### config.mk
export PLATFORM = sky130hd
export DESIGN_NAME = arming_controller_flat
export DESIGN_NICKNAME = d
export VERILOG_FILES = /design/src/rtl/flight_pkg.sv /design/src/rtl/arming_controller_if.sv /design/src/rtl/channel_watchdog.sv /design/src/rtl/arming_controller.sv /design/src/flat_wrapper.sv
export SDC_FILE = /design/constraint.sdc
export NUM_CORES = 1
export LEC_CHECK = 0
export BUFFER_PORTS_ARGS = -buffer_cell sky130_fd_sc_hd__buf_4
export CORE_MARGIN = 3
export CORE_UTILIZATION = 54
export DETAILED_ROUTE_END_ITERATION = 6
export PLACE_DENSITY = 0.89
export SYNTH_ARGS = -nofsm -noshare
export SYNTH_HDL_FRONTEND = slang
export SYNTH_SLANG_ARGS = --single-unit
### constraint.sdc
create_clock -name clk -period 3.98 [get_ports clk]
set_input_delay 0 -clock clk [delete_from_list [all_inputs] [get_ports clk]]
set_output_delay 0 -clock clk [all_outputs]
set_load 0.03 [all_outputs]
### src/rtl/flight_pkg.sv
// Shared types and sizes for the flight control datapath.
// State encoding, bus widths and receiver channel indices.
package flight_pkg;

   localparam int RX_W       = 10;
   localparam int MOTOR_W    = 11;
   localparam int NUM_MOTORS = 4;
   localparam int NUM_CH     = 5;
   localparam int BUS_W      = MOTOR_W * NUM_MOTORS;

   typedef enum logic [2:0] {
      CH_PITCH = 3'd0,
      CH_ROLL  = 3'd1,
      CH_YAW   = 3'd2,
      CH_THR   = 3'd3,
      CH_SW    = 3'd4
   } ch_t;

   typedef enum logic [1:0] {
      DISARMED = 2'd0,
      ARMING   = 2'd1,
      ARMED    = 2'd2,
      FAILSAFE = 2'd3
   } state_t;

endpackage

### src/rtl/arming_controller_if.sv
// Receiver/summer inputs and gated motor outputs of the arming controller.
// master = surrounding datapath, slave = the controller itself.
interface arming_controller_if;
   import flight_pkg::*;

   logic [RX_W-1:0]   throttle;
   logic [RX_W-1:0]   switch;
   logic [NUM_CH-1:0] pulse_valid;
   logic [BUS_W-1:0]  motor_in;
   logic [BUS_W-1:0]  motor_out;
   logic              armed;
   logic              failsafe;
   state_t            state;

   modport master (
      output throttle, switch, pulse_valid, motor_in,
      input  motor_out, armed, failsafe, state
   );

   modport slave (
      input  throttle, switch, pulse_valid, motor_in,
      output motor_out, armed, failsafe, state
   );

endinterface

### src/rtl/channel_watchdog.sv
// Per-channel pulse watchdog: counts ms ticks since the last pulse.
// Starts stale out of reset so nothing arms before every channel is heard.
module channel_watchdog #(
   parameter int FAILSAFE_MS = 100
) (
   input  logic clk,
   input  logic rst,
   input  logic tick,
   input  logic pulse_valid,
   output logic stale
);

   localparam int CW = $clog2(FAILSAFE_MS + 1);
   localparam logic [CW-1:0] LIMIT = CW'(FAILSAFE_MS);

   logic [CW-1:0] cnt;

   // fresh pulse clears (wins over a coincident tick), else saturating count
   always_ff @(posedge clk or posedge rst) begin
      if (rst)
         cnt <= LIMIT;
      else if (pulse_valid)
         cnt <= '0;
      else if (tick && cnt < LIMIT)
         cnt <= cnt + 1'b1;
   end

   assign stale = (cnt >= LIMIT);

endmodule

### src/rtl/arming_controller.sv
// Arming/failsafe sequencer gating motor commands to the PWM generators.
// Define FAILSAFE_RAMP_EN for a per-ms ramp-down in FAILSAFE instead of a cut.
module arming_controller
   import flight_pkg::*;
#(
   parameter int              TICK_DIV    = 50000,
   parameter int              ARM_HOLD_MS = 1000,
   parameter int              FAILSAFE_MS = 100,
   parameter logic [RX_W-1:0] THR_LOW     = 10'd50,
   parameter logic [RX_W-1:0] SW_ARM_TH   = 10'd512
) (
   input logic                 clk,
   input logic                 rst,
   arming_controller_if.slave  bus
);

   localparam int PW = (TICK_DIV > 1) ? $clog2(TICK_DIV) : 1;
   localparam int HW = $clog2(ARM_HOLD_MS + 1);

   logic [PW-1:0]     pre_q;
   logic              tick;
   logic [NUM_CH-1:0] stale;
   logic              all_fresh;
   logic              sw_on;
   logic              thr_low;
   logic              arm_ok;
   state_t            state_q;
   state_t            state_d;
   logic [HW-1:0]     hold_q;
   logic [HW-1:0]     hold_d;
   logic [HW-1:0]     hold_inc;
   logic [BUS_W-1:0]  motor_q;
   logic [BUS_W-1:0]  motor_d;
   logic              armed_q;
   logic              failsafe_q;

   assign tick = (pre_q == PW'(TICK_DIV - 1));

   // free-running 1 ms prescaler
   always_ff @(posedge clk or posedge rst) begin
      if (rst)
         pre_q <= '0;
      else if (tick)
         pre_q <= '0;
      else
         pre_q <= pre_q + 1'b1;
   end

   for (genvar i = 0; i < NUM_CH; i++) begin : g_wd
      channel_watchdog #(
         .FAILSAFE_MS (FAILSAFE_MS)
      ) u_wd (
         .clk         (clk),
         .rst         (rst),
         .tick        (tick),
         .pulse_valid (bus.pulse_valid[i]),
         .stale       (stale[i])
      );
   end

   assign all_fresh = ~|stale;
   assign sw_on     = (bus.switch >= SW_ARM_TH);
   assign thr_low   = (bus.throttle <= THR_LOW);
   assign arm_ok    = all_fresh && sw_on && thr_low;
   assign hold_inc  = hold_q + 1'b1;

   // next state and arm-hold timer; stale beats switch-off in ARMED
   always_comb begin
      state_d = state_q;
      hold_d  = hold_q;
      unique case (state_q)
         DISARMED: begin
            hold_d = '0;
            if (arm_ok)
               state_d = ARMING;
         end
         ARMING: begin
            if (!arm_ok)
               state_d = DISARMED;
            else if (tick) begin
               hold_d = hold_inc;
               if (hold_inc >= HW'(ARM_HOLD_MS))
                  state_d = ARMED;
            end
         end
         ARMED: begin
            if (!all_fresh)
               state_d = FAILSAFE;
            else if (!sw_on)
               state_d = DISARMED;
         end
         FAILSAFE: begin
            if (all_fresh && !sw_on)
               state_d = DISARMED;
         end
         default: state_d = DISARMED;
      endcase
   end

   // motor gating keyed on the state being entered, so gating is immediate
   always_comb begin
      motor_d = '0;
      unique case (state_d)
         ARMED: motor_d = bus.motor_in;
         FAILSAFE: begin
`ifdef FAILSAFE_RAMP_EN
            motor_d = motor_q;
            for (int i = 0; i < NUM_MOTORS; i++) begin
               if (tick && motor_q[i*MOTOR_W +: MOTOR_W] != '0)
                  motor_d[i*MOTOR_W +: MOTOR_W] =
                     motor_q[i*MOTOR_W +: MOTOR_W] - 1'b1;
            end
`else
            motor_d = '0;
`endif
         end
         default: motor_d = '0;
      endcase
   end

   // state and all outputs registered together
   always_ff @(posedge clk or posedge rst) begin
      if (rst) begin
         state_q    <= DISARMED;
         hold_q     <= '0;
         motor_q    <= '0;
         armed_q    <= 1'b0;
         failsafe_q <= 1'b0;
      end else begin
         state_q    <= state_d;
         hold_q     <= hold_d;
         motor_q    <= motor_d;
         armed_q    <= (state_d == ARMED);
         failsafe_q <= (state_d == FAILSAFE);
      end
   end

   assign bus.motor_out = motor_q;
   assign bus.armed     = armed_q;
   assign bus.failsafe  = failsafe_q;
   assign bus.state     = state_q;

endmodule

### src/flat_wrapper.sv
// flat-port wrapper written by rule: the top's interface ports become plain ports
module arming_controller_flat import flight_pkg::*;
#(
   parameter int              TICK_DIV    = 50000,
   parameter int              ARM_HOLD_MS = 1000,
   parameter int              FAILSAFE_MS = 100,
   parameter logic [RX_W-1:0] THR_LOW     = 10'd50,
   parameter logic [RX_W-1:0] SW_ARM_TH   = 10'd512
)
  (clk, rst, bus_throttle, bus_switch, bus_pulse_valid, bus_motor_in, bus_motor_out, bus_armed, bus_failsafe, bus_state);
  arming_controller_if bus_i ();
  input logic clk;
  input logic rst;
  input wire logic [$bits(bus_i.throttle)-1:0] bus_throttle;
  input wire logic [$bits(bus_i.switch)-1:0] bus_switch;
  input wire logic [$bits(bus_i.pulse_valid)-1:0] bus_pulse_valid;
  input wire logic [$bits(bus_i.motor_in)-1:0] bus_motor_in;
  output wire logic [$bits(bus_i.motor_out)-1:0] bus_motor_out;
  output wire logic [$bits(bus_i.armed)-1:0] bus_armed;
  output wire logic [$bits(bus_i.failsafe)-1:0] bus_failsafe;
  output wire logic [$bits(bus_i.state)-1:0] bus_state;
  assign bus_i.throttle = bus_throttle;
  assign bus_i.switch = bus_switch;
  assign bus_i.pulse_valid = bus_pulse_valid;
  assign bus_i.motor_in = bus_motor_in;
  assign bus_motor_out = bus_i.motor_out;
  assign bus_armed = bus_i.armed;
  assign bus_failsafe = bus_i.failsafe;
  assign bus_state = bus_i.state;
  arming_controller #(.TICK_DIV(TICK_DIV), .ARM_HOLD_MS(ARM_HOLD_MS), .FAILSAFE_MS(FAILSAFE_MS), .THR_LOW(THR_LOW), .SW_ARM_TH(SW_ARM_TH)) u_core (.clk(clk), .rst(rst), .bus(bus_i));
endmodule
==> out/results.txt <==
outcome -> finished clean
Slew @ Worst Pin -> 0.959 ns
Starting Density -> 56.5%
worst-skew pair later-pin latency -> 0.38 ns
Area growth syn-to-layout -> 32.3%
postcts setup bufs -> 0
Worst Setup SP -> u_core.pre_q[4]
Crit. End Element -> flop
nets@finish -> 693
Post-DP HPWL -> 7990 um
CP cell instances -> nor4bb_1, nand4_1, nor4_4, a21oi_1, o21ai_0, o31ai_1
Synth Area in Compound Gates -> 8.80%
Yosys reg bits -> 109
Worst EP arrival -> 3.35 ns
CTS tree -> done
H-tree levels -> 3
vias in the first global route -> 4,500
mux contribution to synthesized area -> 0.200%
post-synth top area cell -> dfrtp_1
Switching Share -> 25.2%
drt pass-1 iters -> 5
IO buf count -> 109
r2r setup slk -> 0.88 ns
chip height -> 102 um
Hold Crit Class -> in2reg
Post-synth EDFFs -> 0
GP Congestion -> 0.857
internal power -> 1.44 mW
CTS resizes -> 0
slowest stage delay, CP -> 0.96 ns
total wire length -> 14,700 um
VDD IR-drop max -> 0.207 mV
Crit path required time -> 4.23 ns
NetSw -> 0.484 mW
yosys warns -> 0
gr ovfl total -> 0
FF+latch area -> 2750 um2
post-synth cell types -> 53
main combinational cell family by area after synthesis -> simple AND/OR/NAND/NOR gates
Seq/Total Area, Yosys -> 54.9%
clock root buffer master -> clkbuf_8
Crit Path Max Fanout -> 19
Avg Synthesized Cell Area -> 11.2 um2
Setup CP Type -> reg2reg
RSZ-0062 raised after global routing -> false
Post-Synthesis Cell Area -> 5000 um2
top cells by area, synth -> dfrtp_1, dfstp_2, nor2b_2
total CTS buffers -> 9
Core Rows -> 34
layout cells sized above 1 -> 31.9%
Final Cell Area -> 6620 um2
setup slack at placement -> 1.17 ns
Clock power frac -> 35.6%
Post-DRT Antenna Nets -> 0
DIE AREA -> 10,500 um2
global-route wire length before repair -> 23,400 um
register share of total power -> 57.6%
largest net degree at the start of global routing -> 82
Via density -> 5.77
fin. max-slew vios -> 0
Inst Count DP -> 655
Boundary Pins -> 119
Max-Slew Margin vs Limit -> 35.9%
Post-Layout Cell Count -> 722
leak pwr -> 3.04 nW
FILL cells -> 482
Comb pwr share -> 6.8%
setup tns final -> 0 ns
XOR/XNOR Fraction of Synth Area -> 6.65%
FF-to-FF End -> u_core.hold_q[8]
FFs w/ async S/R, synth -> 100%
Final Hold Vio Count -> 0
post-synthesis net count -> 532
antenna diode count -> 0
fin crit period -> 3.10 ns
crit path to -> u_core.hold_q[8]
CTS Sinks -> 109
final setup vio count -> 0
Max clock buf depth -> 2
via count -> 4,168
Hold-fix buffers, CTS -> 51
Yosys top cell area share -> 47.0%
Worst setup SP type -> flop
reg2reg start -> u_core.pre_q[4]
DP Area -> 5920 um2
die width -> 102 um
DRC errors left -> 0
f_max -> 322 MHz
initial antenna violation count -> 0
clk_skew -> 0.0161 ns
maxcap violations -> 0
Tot GR Track Use -> 29.3%
Worst Slack Setup Final -> 0.878 ns
Tcrit/Tclk final -> 77.9%
Multi-input gate area -> 2120 um2
adder-cell area share of the yosys netlist -> 3.25%
initial DRC count -> 374
clk slew on worst S/H paths -> 0.11 ns
Mapped Cells -> 448
core footprint -> 8850 um2
Post-synth top flop -> dfrtp_1
P per Cell Area -> 290 nW/um2
Simple-Gate Fraction of Synth Area -> 23.4%
drt wl/cell -> 20.4 um
Pwr Total -> 1.92 mW
worst r2r path cells -> 6
CP max-delay cell -> nor4_4
-- worst max-delay path, delay by kind of cell, from the launching register on --
| kind | cells | cell delay, ns |
|---|---|---|
| compound gates | 3 | 0.45 |
| flops | 1 | 0.49 |
| simple gates | 3 | 2.03 |
-- worst min path at each step --
| stage | from | endpoint | slack (ns) | cells after the start |
|---|---|---|---|---|
| floorplan | bus_pulse_valid[0] | u_core.g_wd[0].u_wd.cnt[6] | 0.03 | 1 |
| global placement | bus_pulse_valid[3] | u_core.g_wd[3].u_wd.cnt[5] | 0.18 | 2 |
| detailed placement | bus_pulse_valid[3] | u_core.g_wd[3].u_wd.cnt[5] | 0.19 | 2 |
| CTS | bus_throttle[7] | u_core.hold_q[3] | 0.26 | 6 |
| global route | bus_throttle[7] | u_core.hold_q[3] | 0.31 | 6 |
| finish | bus_throttle[7] | u_core.hold_q[3] | 0.28 | 6 |
-- cell usage after synthesis, types with 2 or more instances --
library cell / number
o311ai_4: 4
o21ai_0: 12
nand4_1: 6
dfstp_2: 15
o31ai_1: 6
nor3b_1: 4
nand3_1: 26
nor2b_1: 6
clkbuf_1: 7
nor2_1: 55
inv_1: 15
buf_6: 4
ha_1: 13
and2_1: 3
xnor2_1: 23
dfrtp_1: 94
nor2b_2: 39
nand2_1: 37
and3_1: 8
o211ai_1: 4
nor3_1: 4
xor2_1: 15
a21oi_1: 12
a31oi_1: 6
nand2b_1: 2
-- layout by cell type, fill, tap and decap left out, types with 6 or more instances in the layout --
cell type	instances
o31ai_1	6
a31oi_1	6
ha_1	13
inv_1	14
nor2_1	55
o21ai_0	12
nor2b_1	6
dfstp_2	15
xor2_1	15
buf_4	111
and3_1	8
dfrtp_1	94
a21oi_1	12
clkbuf_8	9
nand4_1	6
xnor2_1	23
nand2_1	37
nor2b_2	39
nand3_1	26
dlygate4sd3_1	51
-- layout make-up --
cell class	count	share of cell area, %
Multi-Input combinational cell	310	32.1
Tap cell	108	2.04
Clock inverter	6	0.945
Clock buffer	10	1.93
Inverter	16	0.945
Sequential cell	109	41.5
Timing Repair Buffer	163	20.6
-- routing by layer --
metal	part of all wire (%)	up-vias	track usage, %
li1	-	1826	-
met1	38	2000	36.0
met2	49	281	49.2
met3	8.8	61	8.05
met4	3.8	0	11.7
met5	0	-	0
-- logic make-up (layout without fill, tap and decap cells) --
logic type               count (synthesis)  after routing
multiplexers                             1              1
adder cells (fa/ha/maj)                 13             13
flip-flops                             109            109
AND/OR/NAND/NOR                        202            202
buffers and inverters                   29            195
XOR/XNOR                                38             38
AO/OA/AOI/OAI                           56             56
-- sequential cells by signal, summed over array words and instances (netlist names) --
| signal | cells |
|---|---|
| u_core.hold_q | 10 |
| u_core.pre_q | 16 |
| u_core.bus.failsafe | 1 |
| u_core.g_wd.u_wd.cnt | 35 |
| u_core.bus.state | 2 |
| u_core.bus.motor_out | 44 |
| u_core.bus.armed | 1 |
-- metrics by stage --
| step | hold WS (ns) | utilization [%] |
|---|---|---|
| 3_3_place_gp | 0.179 | 66.9 |
| 3_5_place_dp | 0.186 | 66.9 |
| 6_report | 0.278 | 74.8 |
| 5_1_grt | 0.309 | 74.8 |
| 4_1_cts | 0.264 | 74.8 |
| 2_1_floorplan | 0.0317 | - |
-- power groups by stage --
stage	sequential [mW]	combinational, mW	clock (mW)
6_report	1.11	0.130	0.685
5_1_grt	1.11	0.139	0.736
4_1_cts	1.11	0.126	0.678
3_5_place_dp	1.13	0.0852	0
3_3_place_gp	1.13	0.0820	0
2_1_floorplan	1.13	0.0268	0
Power figures use the tool's default switching activity.
